[src/rtl/pipe_hazard_ctrl_pkg.sv]
// Shared definitions for the pipeline sequencing controller.
//   state_t : FSM encoding (RUN = 2'b00, MC_WAIT = 2'b01)
//   REG_ZERO: architectural zero register index (never a hazard source)
//   STATS_W : width of the optional statistics counters
package pipe_hazard_ctrl_pkg;

  typedef enum logic [1:0] {
    RUN     = 2'b00,
    MC_WAIT = 2'b01
  } state_t;

  localparam int unsigned REG_ZERO = 0;
  localparam int unsigned STATS_W  = 32;

endpackage

[src/rtl/pipe_hazard_ctrl_if.sv]
// Pipeline <-> hazard controller signal bundle.
//   master: pipeline side, drives hazard sources, receives stage controls.
//   slave : controller side, samples hazard sources, drives stage controls.
// Hazard sources : idex_memread_i, idex_rt_i, ifid_rs_i, ifid_rt_i,
//                  ifid_uses_rt_i, branch_taken_i, mc_start_i
// Stage controls : pc_write_o, ifid_write_o, idex_write_o,
//                  ifid_flush_o, idex_flush_o, exmem_flush_o
// Statistics     : stall_cycles_o, flush_count_o (zero unless HAZARD_STATS_EN)
interface pipe_hazard_ctrl_if
  import pipe_hazard_ctrl_pkg::*;
#(
  parameter int unsigned REG_AW = 5
);
  logic              idex_memread_i;
  logic [REG_AW-1:0] idex_rt_i;
  logic [REG_AW-1:0] ifid_rs_i;
  logic [REG_AW-1:0] ifid_rt_i;
  logic              ifid_uses_rt_i;
  logic              branch_taken_i;
  logic              mc_start_i;
  logic              pc_write_o;
  logic              ifid_write_o;
  logic              idex_write_o;
  logic              ifid_flush_o;
  logic              idex_flush_o;
  logic              exmem_flush_o;
  logic [STATS_W-1:0] stall_cycles_o;
  logic [STATS_W-1:0] flush_count_o;

  modport master (
    output idex_memread_i, idex_rt_i, ifid_rs_i, ifid_rt_i, ifid_uses_rt_i,
           branch_taken_i, mc_start_i,
    input  pc_write_o, ifid_write_o, idex_write_o,
           ifid_flush_o, idex_flush_o, exmem_flush_o,
           stall_cycles_o, flush_count_o
  );

  modport slave (
    input  idex_memread_i, idex_rt_i, ifid_rs_i, ifid_rt_i, ifid_uses_rt_i,
           branch_taken_i, mc_start_i,
    output pc_write_o, ifid_write_o, idex_write_o,
           ifid_flush_o, idex_flush_o, exmem_flush_o,
           stall_cycles_o, flush_count_o
  );
endinterface

[src/rtl/pipe_hazard_ctrl_load_use_detect.sv]
// Combinational load-use hazard detector.
//   memread_i : instruction in EX is a load
//   ld_rd_i   : load destination register
//   rs_i/rt_i : source registers of the instruction in ID
//   uses_rt_i : ID instruction actually reads rt
//   lu_o      : ID instruction needs the load result next cycle
module load_use_detect
  import pipe_hazard_ctrl_pkg::*;
#(
  parameter int unsigned REG_AW = 5
) (
  input  logic              memread_i,
  input  logic [REG_AW-1:0] ld_rd_i,
  input  logic [REG_AW-1:0] rs_i,
  input  logic [REG_AW-1:0] rt_i,
  input  logic              uses_rt_i,
  output logic              lu_o
);
  always_comb begin
    lu_o = memread_i && (ld_rd_i != REG_AW'(REG_ZERO)) &&
           ((ld_rd_i == rs_i) || (uses_rt_i && (ld_rd_i == rt_i)));
  end
endmodule

[src/rtl/pipe_hazard_ctrl.sv]
// Pipeline sequencing controller: load-use stalls, taken-branch flushes and
// multi-cycle EX freezes. Sole source of the PC write enable.
//   clk_i : clock, rising edge
//   rst_i : asynchronous active-low reset
//   hz    : pipe_hazard_ctrl_if.slave (hazard sources in, stage controls out)
// Optional: HAZARD_STATS_EN adds saturating stall-cycle / branch-flush counters.
module pipe_hazard_ctrl
  import pipe_hazard_ctrl_pkg::*;
#(
  parameter int unsigned REG_AW = 5,
  parameter int unsigned MC_LAT = 4,
  parameter int unsigned CNT_W  = 3
) (
  input  logic               clk_i,
  input  logic               rst_i,
  pipe_hazard_ctrl_if.slave  hz
);
  state_t           state_q, state_nx;
  logic [CNT_W-1:0] cnt_q, cnt_nx;
  logic             lu;
  logic             br_acc;

  load_use_detect #(.REG_AW(REG_AW)) u_lu (
    .memread_i (hz.idex_memread_i),
    .ld_rd_i   (hz.idex_rt_i),
    .rs_i      (hz.ifid_rs_i),
    .rt_i      (hz.ifid_rt_i),
    .uses_rt_i (hz.ifid_uses_rt_i),
    .lu_o      (lu)
  );

  always_ff @(posedge clk_i or negedge rst_i) begin
    if (!rst_i) begin
      state_q <= RUN;
      cnt_q   <= '0;
    end else begin
      state_q <= state_nx;
      cnt_q   <= cnt_nx;
    end
  end

  always_comb begin
    state_nx = state_q;
    cnt_nx   = cnt_q;
    case (state_q)
      RUN: begin
        // A taken branch squashes a multi-cycle op starting in the same cycle.
        if (hz.mc_start_i && !hz.branch_taken_i) begin
          state_nx = MC_WAIT;
          cnt_nx   = CNT_W'(MC_LAT - 1);
        end
      end
      MC_WAIT: begin
        cnt_nx = cnt_q - CNT_W'(1);
        if (cnt_q == CNT_W'(1)) state_nx = RUN;
      end
      default: begin
        state_nx = RUN;
        cnt_nx   = '0;
      end
    endcase
  end

  always_comb begin
    hz.pc_write_o    = 1'b0;
    hz.ifid_write_o  = 1'b0;
    hz.idex_write_o  = 1'b0;
    hz.ifid_flush_o  = 1'b0;
    hz.idex_flush_o  = 1'b0;
    hz.exmem_flush_o = 1'b0;
    br_acc           = 1'b0;
    if (rst_i) begin
      case (state_q)
        RUN: begin
          if (hz.branch_taken_i) begin
            br_acc           = 1'b1;
            hz.pc_write_o    = 1'b1;
            hz.ifid_write_o  = 1'b1;
            hz.idex_write_o  = 1'b1;
            hz.ifid_flush_o  = 1'b1;
            hz.idex_flush_o  = 1'b1;
            hz.exmem_flush_o = 1'b1;
          end else if (hz.mc_start_i) begin
            hz.exmem_flush_o = 1'b1;
          end else if (lu) begin
            hz.idex_write_o  = 1'b1;
            hz.idex_flush_o  = 1'b1;
          end else begin
            hz.pc_write_o    = 1'b1;
            hz.ifid_write_o  = 1'b1;
            hz.idex_write_o  = 1'b1;
          end
        end
        MC_WAIT: begin
          hz.exmem_flush_o = 1'b1;
        end
        default: begin
          hz.pc_write_o    = 1'b1;
          hz.ifid_write_o  = 1'b1;
          hz.idex_write_o  = 1'b1;
        end
      endcase
    end
  end

`ifdef HAZARD_STATS_EN
  logic [STATS_W-1:0] stall_q, flush_q;

  always_ff @(posedge clk_i or negedge rst_i) begin
    if (!rst_i) begin
      stall_q <= '0;
      flush_q <= '0;
    end else begin
      if (!hz.pc_write_o && (stall_q != '1)) stall_q <= stall_q + STATS_W'(1);
      if (br_acc && (flush_q != '1))         flush_q <= flush_q + STATS_W'(1);
    end
  end

  assign hz.stall_cycles_o = stall_q;
  assign hz.flush_count_o  = flush_q;
`else
  assign hz.stall_cycles_o = '0;
  assign hz.flush_count_o  = '0;
`endif

endmodule

[src/flat_wrapper.sv]
// flat-port wrapper written by rule: the top's interface ports become plain ports
module pipe_hazard_ctrl_flat import pipe_hazard_ctrl_pkg::*;
#(
  parameter int unsigned REG_AW = 5,
  parameter int unsigned MC_LAT = 4,
  parameter int unsigned CNT_W  = 3
)
  (clk_i, rst_i, hz_idex_memread_i, hz_idex_rt_i, hz_ifid_rs_i, hz_ifid_rt_i, hz_ifid_uses_rt_i, hz_branch_taken_i, hz_mc_start_i, hz_pc_write_o, hz_ifid_write_o, hz_idex_write_o, hz_ifid_flush_o, hz_idex_flush_o, hz_exmem_flush_o, hz_stall_cycles_o, hz_flush_count_o);
  pipe_hazard_ctrl_if #(.REG_AW(REG_AW)) hz_i ();
  input  logic clk_i;
  input  logic rst_i;
  input wire logic [$bits(hz_i.idex_memread_i)-1:0] hz_idex_memread_i;
  input wire logic [$bits(hz_i.idex_rt_i)-1:0] hz_idex_rt_i;
  input wire logic [$bits(hz_i.ifid_rs_i)-1:0] hz_ifid_rs_i;
  input wire logic [$bits(hz_i.ifid_rt_i)-1:0] hz_ifid_rt_i;
  input wire logic [$bits(hz_i.ifid_uses_rt_i)-1:0] hz_ifid_uses_rt_i;
  input wire logic [$bits(hz_i.branch_taken_i)-1:0] hz_branch_taken_i;
  input wire logic [$bits(hz_i.mc_start_i)-1:0] hz_mc_start_i;
  output wire logic [$bits(hz_i.pc_write_o)-1:0] hz_pc_write_o;
  output wire logic [$bits(hz_i.ifid_write_o)-1:0] hz_ifid_write_o;
  output wire logic [$bits(hz_i.idex_write_o)-1:0] hz_idex_write_o;
  output wire logic [$bits(hz_i.ifid_flush_o)-1:0] hz_ifid_flush_o;
  output wire logic [$bits(hz_i.idex_flush_o)-1:0] hz_idex_flush_o;
  output wire logic [$bits(hz_i.exmem_flush_o)-1:0] hz_exmem_flush_o;
  output wire logic [$bits(hz_i.stall_cycles_o)-1:0] hz_stall_cycles_o;
  output wire logic [$bits(hz_i.flush_count_o)-1:0] hz_flush_count_o;
  assign hz_i.idex_memread_i = hz_idex_memread_i;
  assign hz_i.idex_rt_i = hz_idex_rt_i;
  assign hz_i.ifid_rs_i = hz_ifid_rs_i;
  assign hz_i.ifid_rt_i = hz_ifid_rt_i;
  assign hz_i.ifid_uses_rt_i = hz_ifid_uses_rt_i;
  assign hz_i.branch_taken_i = hz_branch_taken_i;
  assign hz_i.mc_start_i = hz_mc_start_i;
  assign hz_pc_write_o = hz_i.pc_write_o;
  assign hz_ifid_write_o = hz_i.ifid_write_o;
  assign hz_idex_write_o = hz_i.idex_write_o;
  assign hz_ifid_flush_o = hz_i.ifid_flush_o;
  assign hz_idex_flush_o = hz_i.idex_flush_o;
  assign hz_exmem_flush_o = hz_i.exmem_flush_o;
  assign hz_stall_cycles_o = hz_i.stall_cycles_o;
  assign hz_flush_count_o = hz_i.flush_count_o;
  pipe_hazard_ctrl #(.REG_AW(REG_AW), .MC_LAT(MC_LAT), .CNT_W(CNT_W)) u_core (.clk_i(clk_i), .rst_i(rst_i), .hz(hz_i));
endmodule
[config.mk]
export PLATFORM = sky130hd
export DESIGN_NAME = pipe_hazard_ctrl_flat
export DESIGN_NICKNAME = d
export VERILOG_FILES = /design/src/rtl/pipe_hazard_ctrl_pkg.sv /design/src/rtl/pipe_hazard_ctrl_if.sv /design/src/rtl/pipe_hazard_ctrl_load_use_detect.sv /design/src/rtl/pipe_hazard_ctrl.sv /design/src/flat_wrapper.sv
export SDC_FILE = /design/constraint.sdc
export NUM_CORES = 1
export LEC_CHECK = 0
export BUFFER_PORTS_ARGS = -buffer_cell sky130_fd_sc_hd__buf_2
export CAP_MARGIN = 0
export CORE_MARGIN = 3
export CORE_UTILIZATION = 38
export CTS_BUF_LIST = sky130_fd_sc_hd__clkbuf_8 sky130_fd_sc_hd__clkbuf_16
export CTS_CLUSTER_DIAMETER = 50
export DETAILED_ROUTE_END_ITERATION = 10
export PLACE_DENSITY = 0.86
export SYNTH_ARGS = -nofsm -noshare
export SYNTH_HDL_FRONTEND = slang
export SYNTH_SLANG_ARGS = --single-unit
[constraint.sdc]
create_clock -name clk_i -period 2.4 [get_ports clk_i]
set_input_delay 0.48 -clock clk_i [delete_from_list [all_inputs] [get_ports clk_i]]
set_output_delay 0.48 -clock clk_i [all_outputs]
set_load 0.02 [all_outputs]
==> results.toml <==
[detailed_routing]
detailedRoute.firstPassIterationCount = 2
route.detailed.wl_per_inst_um = 7.79
iter_0_drt_violations = 7
top_layer_used = "met3"
vias_per_cell = 3.45
m1WireLength_um = 402
detail-route-antenna-nets = 0
drt_wl_total_um = 1260
met3RoutedLength_um = 221
routed-via-count = 559
remaining_drc_errors = 0
met2_wirelength_um = 638

[sta]
timing.final.max_slew_violations = 0
post-route-worst-setup-slack_ns = 0.286
period_needed_ns = 2.11
setup-violations-final = 0
worst_hold_slack_ns = 0.0902
setup_total_negative_slack_ns = 0
fmax_mhz = 473
worst_clock_skew_ns = 0.00230
fin_crit_sh_pct = 88.1
report.final.hold_viol_count = 0
rsz0062_at_grt = "no"

[clocking]
cts_tree = "built"
count_of_buffers_added_by_post_cts_timing_repair_for_setup = 0
cts.path.max_buffers = 2
clk_pin_slew_ns = 0.03
root_buffer = "clkbuf_8"
cts.repair.resized = 0
cts-htree-levels = 1
cts_buffers = 3
cts_hold_repair.buffers = 0
clk-insertion-delay-late_ns = 0.21
tritoncts_num_sinks = 4

[cells_and_area]
final-instance-count-excl-fill = 162
multi_input_comb_area_um2 = 498
diodes = 0
layout.core_utilization_pct = 39.5
post_route_cells_drive_above_1_share_pct = 22.2
fillers = 217
seqCellArea_um2 = 100
stdcell_area_um2 = 815
fin_nets = 160
syn2layout_area_growth_pct = -5.79

[run]
max_cap_violations = 0

[synthesis]
yosysSeqAreaShare_pct = 11.6
synth_commonest_cells = "buf_4, xor2_1, dfrtp_1"
syn_area_cell_um2 = 7.93
yosys.area.top_type = "buf_4"
yosysTopAreaCellShare_pct = 56.4
ys_warn_count = 0
synth.most_common_cell = "buf_4"
ys_async_sr_fraction_pct = 100
synth.top_cells.by_area = "buf_4, dfrtp_1, xor2_1"
netlist-cell-type-count = 23
ys.flop_type = "dfrtp_1"
post_synthesis_instance_total = 109
syn-cell-area_um2 = 865
synth-seq-cells = 4
synth-edff-count = 0

[critical_path]
cp-endpoint = "hz_pc_write_o"
r2r_cells = 3
cp_data_arrival_time_ns = 1.63
crit_start = "hz_idex_rt_i[3]"
timing.setup.critical_path_class = "primary input to output port"
r2r_start = "u_core.state_q[0]"
setup.worst_path.start_class = "primary input"
ff_to_ff_setup_slack_ns = 1.39
r2r-end = "u_core.cnt_q[2]"
required_ns = 1.92
critical_path_peak_fanout = 3
cp-end-kind = "output port"

[global_routing]
wire_length_of_the_first_global_routing_pass_um = 1260
grt_pass1_vias = 327
grt_overflow = 0
grt_start_max_net_pins = 10
initial_antenna_violation_count = 0
globalRouteTotalUtil_pct = 6.31

[placed_design]
gp_congestion = 0.745
dp.final_hpwl_um = 1140
port_buffers = 26
detailedPlace.worstSlack_ns = 0.283
dpl-instance-area_um2 = 773
post-place-cells = 159

[floorplanning]
fp.dieArea_mm2 = 0.00288
core_area_mm2 = 0.00206
die_h_um = 53.7
start_util_pct = 41.9
floorplan.die.width_um = 53.7
standard_cell_rows = 16
ios = 91

[power_and_ir_drop]
vdd_drop_max_mv = 0.249
total_power_mw = 0.533
total_power_density_per_cell_area_mw_per_mm2 = 654
leakage_nw = 0.493

[run_status]
run_status = "finished clean"

[worst_hold_path]
worstHoldPathType = "primary input to asynchronous set/reset pin"
## cell usage in the layout (no fill, tap or decap), types with 2 or more instances in the layout
master	n
a21oi_1	2
buf_2	26
clkbuf_8	3
conb_1	64
dfrtp_1	4
ha_1	2
inv_1	3
nor2_1	2
nor2b_1	2
nor3_1	3
o21ai_1	3
o31a_1	2
xor2_1	9
## area by class of cell
| class | instances | area share (%) |
|---|---|---|
| sequential | 4 | 12.3 |
| multi-input combinational | 99 | 61.1 |
| clock buffer | 3 | 5.07 |
| tap | 27 | 4.15 |
| timing repair buffer | 26 | 16.0 |
| inverter | 3 | 1.38 |
## how the worst min path moves through the flow
stage,slack [ns],depth (start not counted),to,from
after global placement,0.31,1,u_core.cnt_q[2],rst_i
after detailed placement,0.31,1,u_core.cnt_q[2],rst_i
after CTS,0.09,1,u_core.cnt_q[2],rst_i
final,0.09,1,u_core.cnt_q[2],rst_i
after floorplan,0.18,0,u_core.cnt_q[0],rst_i
after global routing,0.1,1,u_core.cnt_q[1],rst_i
## sequential cells by signal, summed over array words and instances, names as in the netlist
register / cells
u_core.cnt_q: 3
u_core.state_q: 1
## worst max-delay path: stages
cell	delay (ns)
buf_2	0.12
xor2_1	0.16
nor4_2	0.26
a32oi_1	0.15
o31a_1	0.30
buf_2	0.16
## power by group
part | switching (mW) | internal, mW
clock network | 0.0317 | 0.107
logic | 0.184 | 0.0780
registers | 0.0327 | 0.100
total | 0.248 | 0.285
## metal layers
metal	up-vias	global-route usage (%)
li1	272	-
met2	48	10.5
met1	239	5.97
met5	-	0
met3	0	3.60
met4	0	3.83
## kinds of logic (layout without fill, tap and decap cells)
| logic type | count (synthesis) | count (layout) | synth area share [%] |
|---|---|---|---|
| AO/OA/AOI/OAI | 11 | 11 | 8.54 |
| XOR/XNOR | 10 | 10 | 10.1 |
| other | 1 | 64 | 0.434 |
| AND/OR/NAND/NOR | 12 | 12 | 8.25 |
| buffers and inverters | 69 | 32 | 58.2 |
| flip-flops | 4 | 4 | 11.6 |
| adder cells (fa/ha/maj) | 2 | 2 | 2.89 |
No activity file was read; power rests on OpenSTA's default activity.
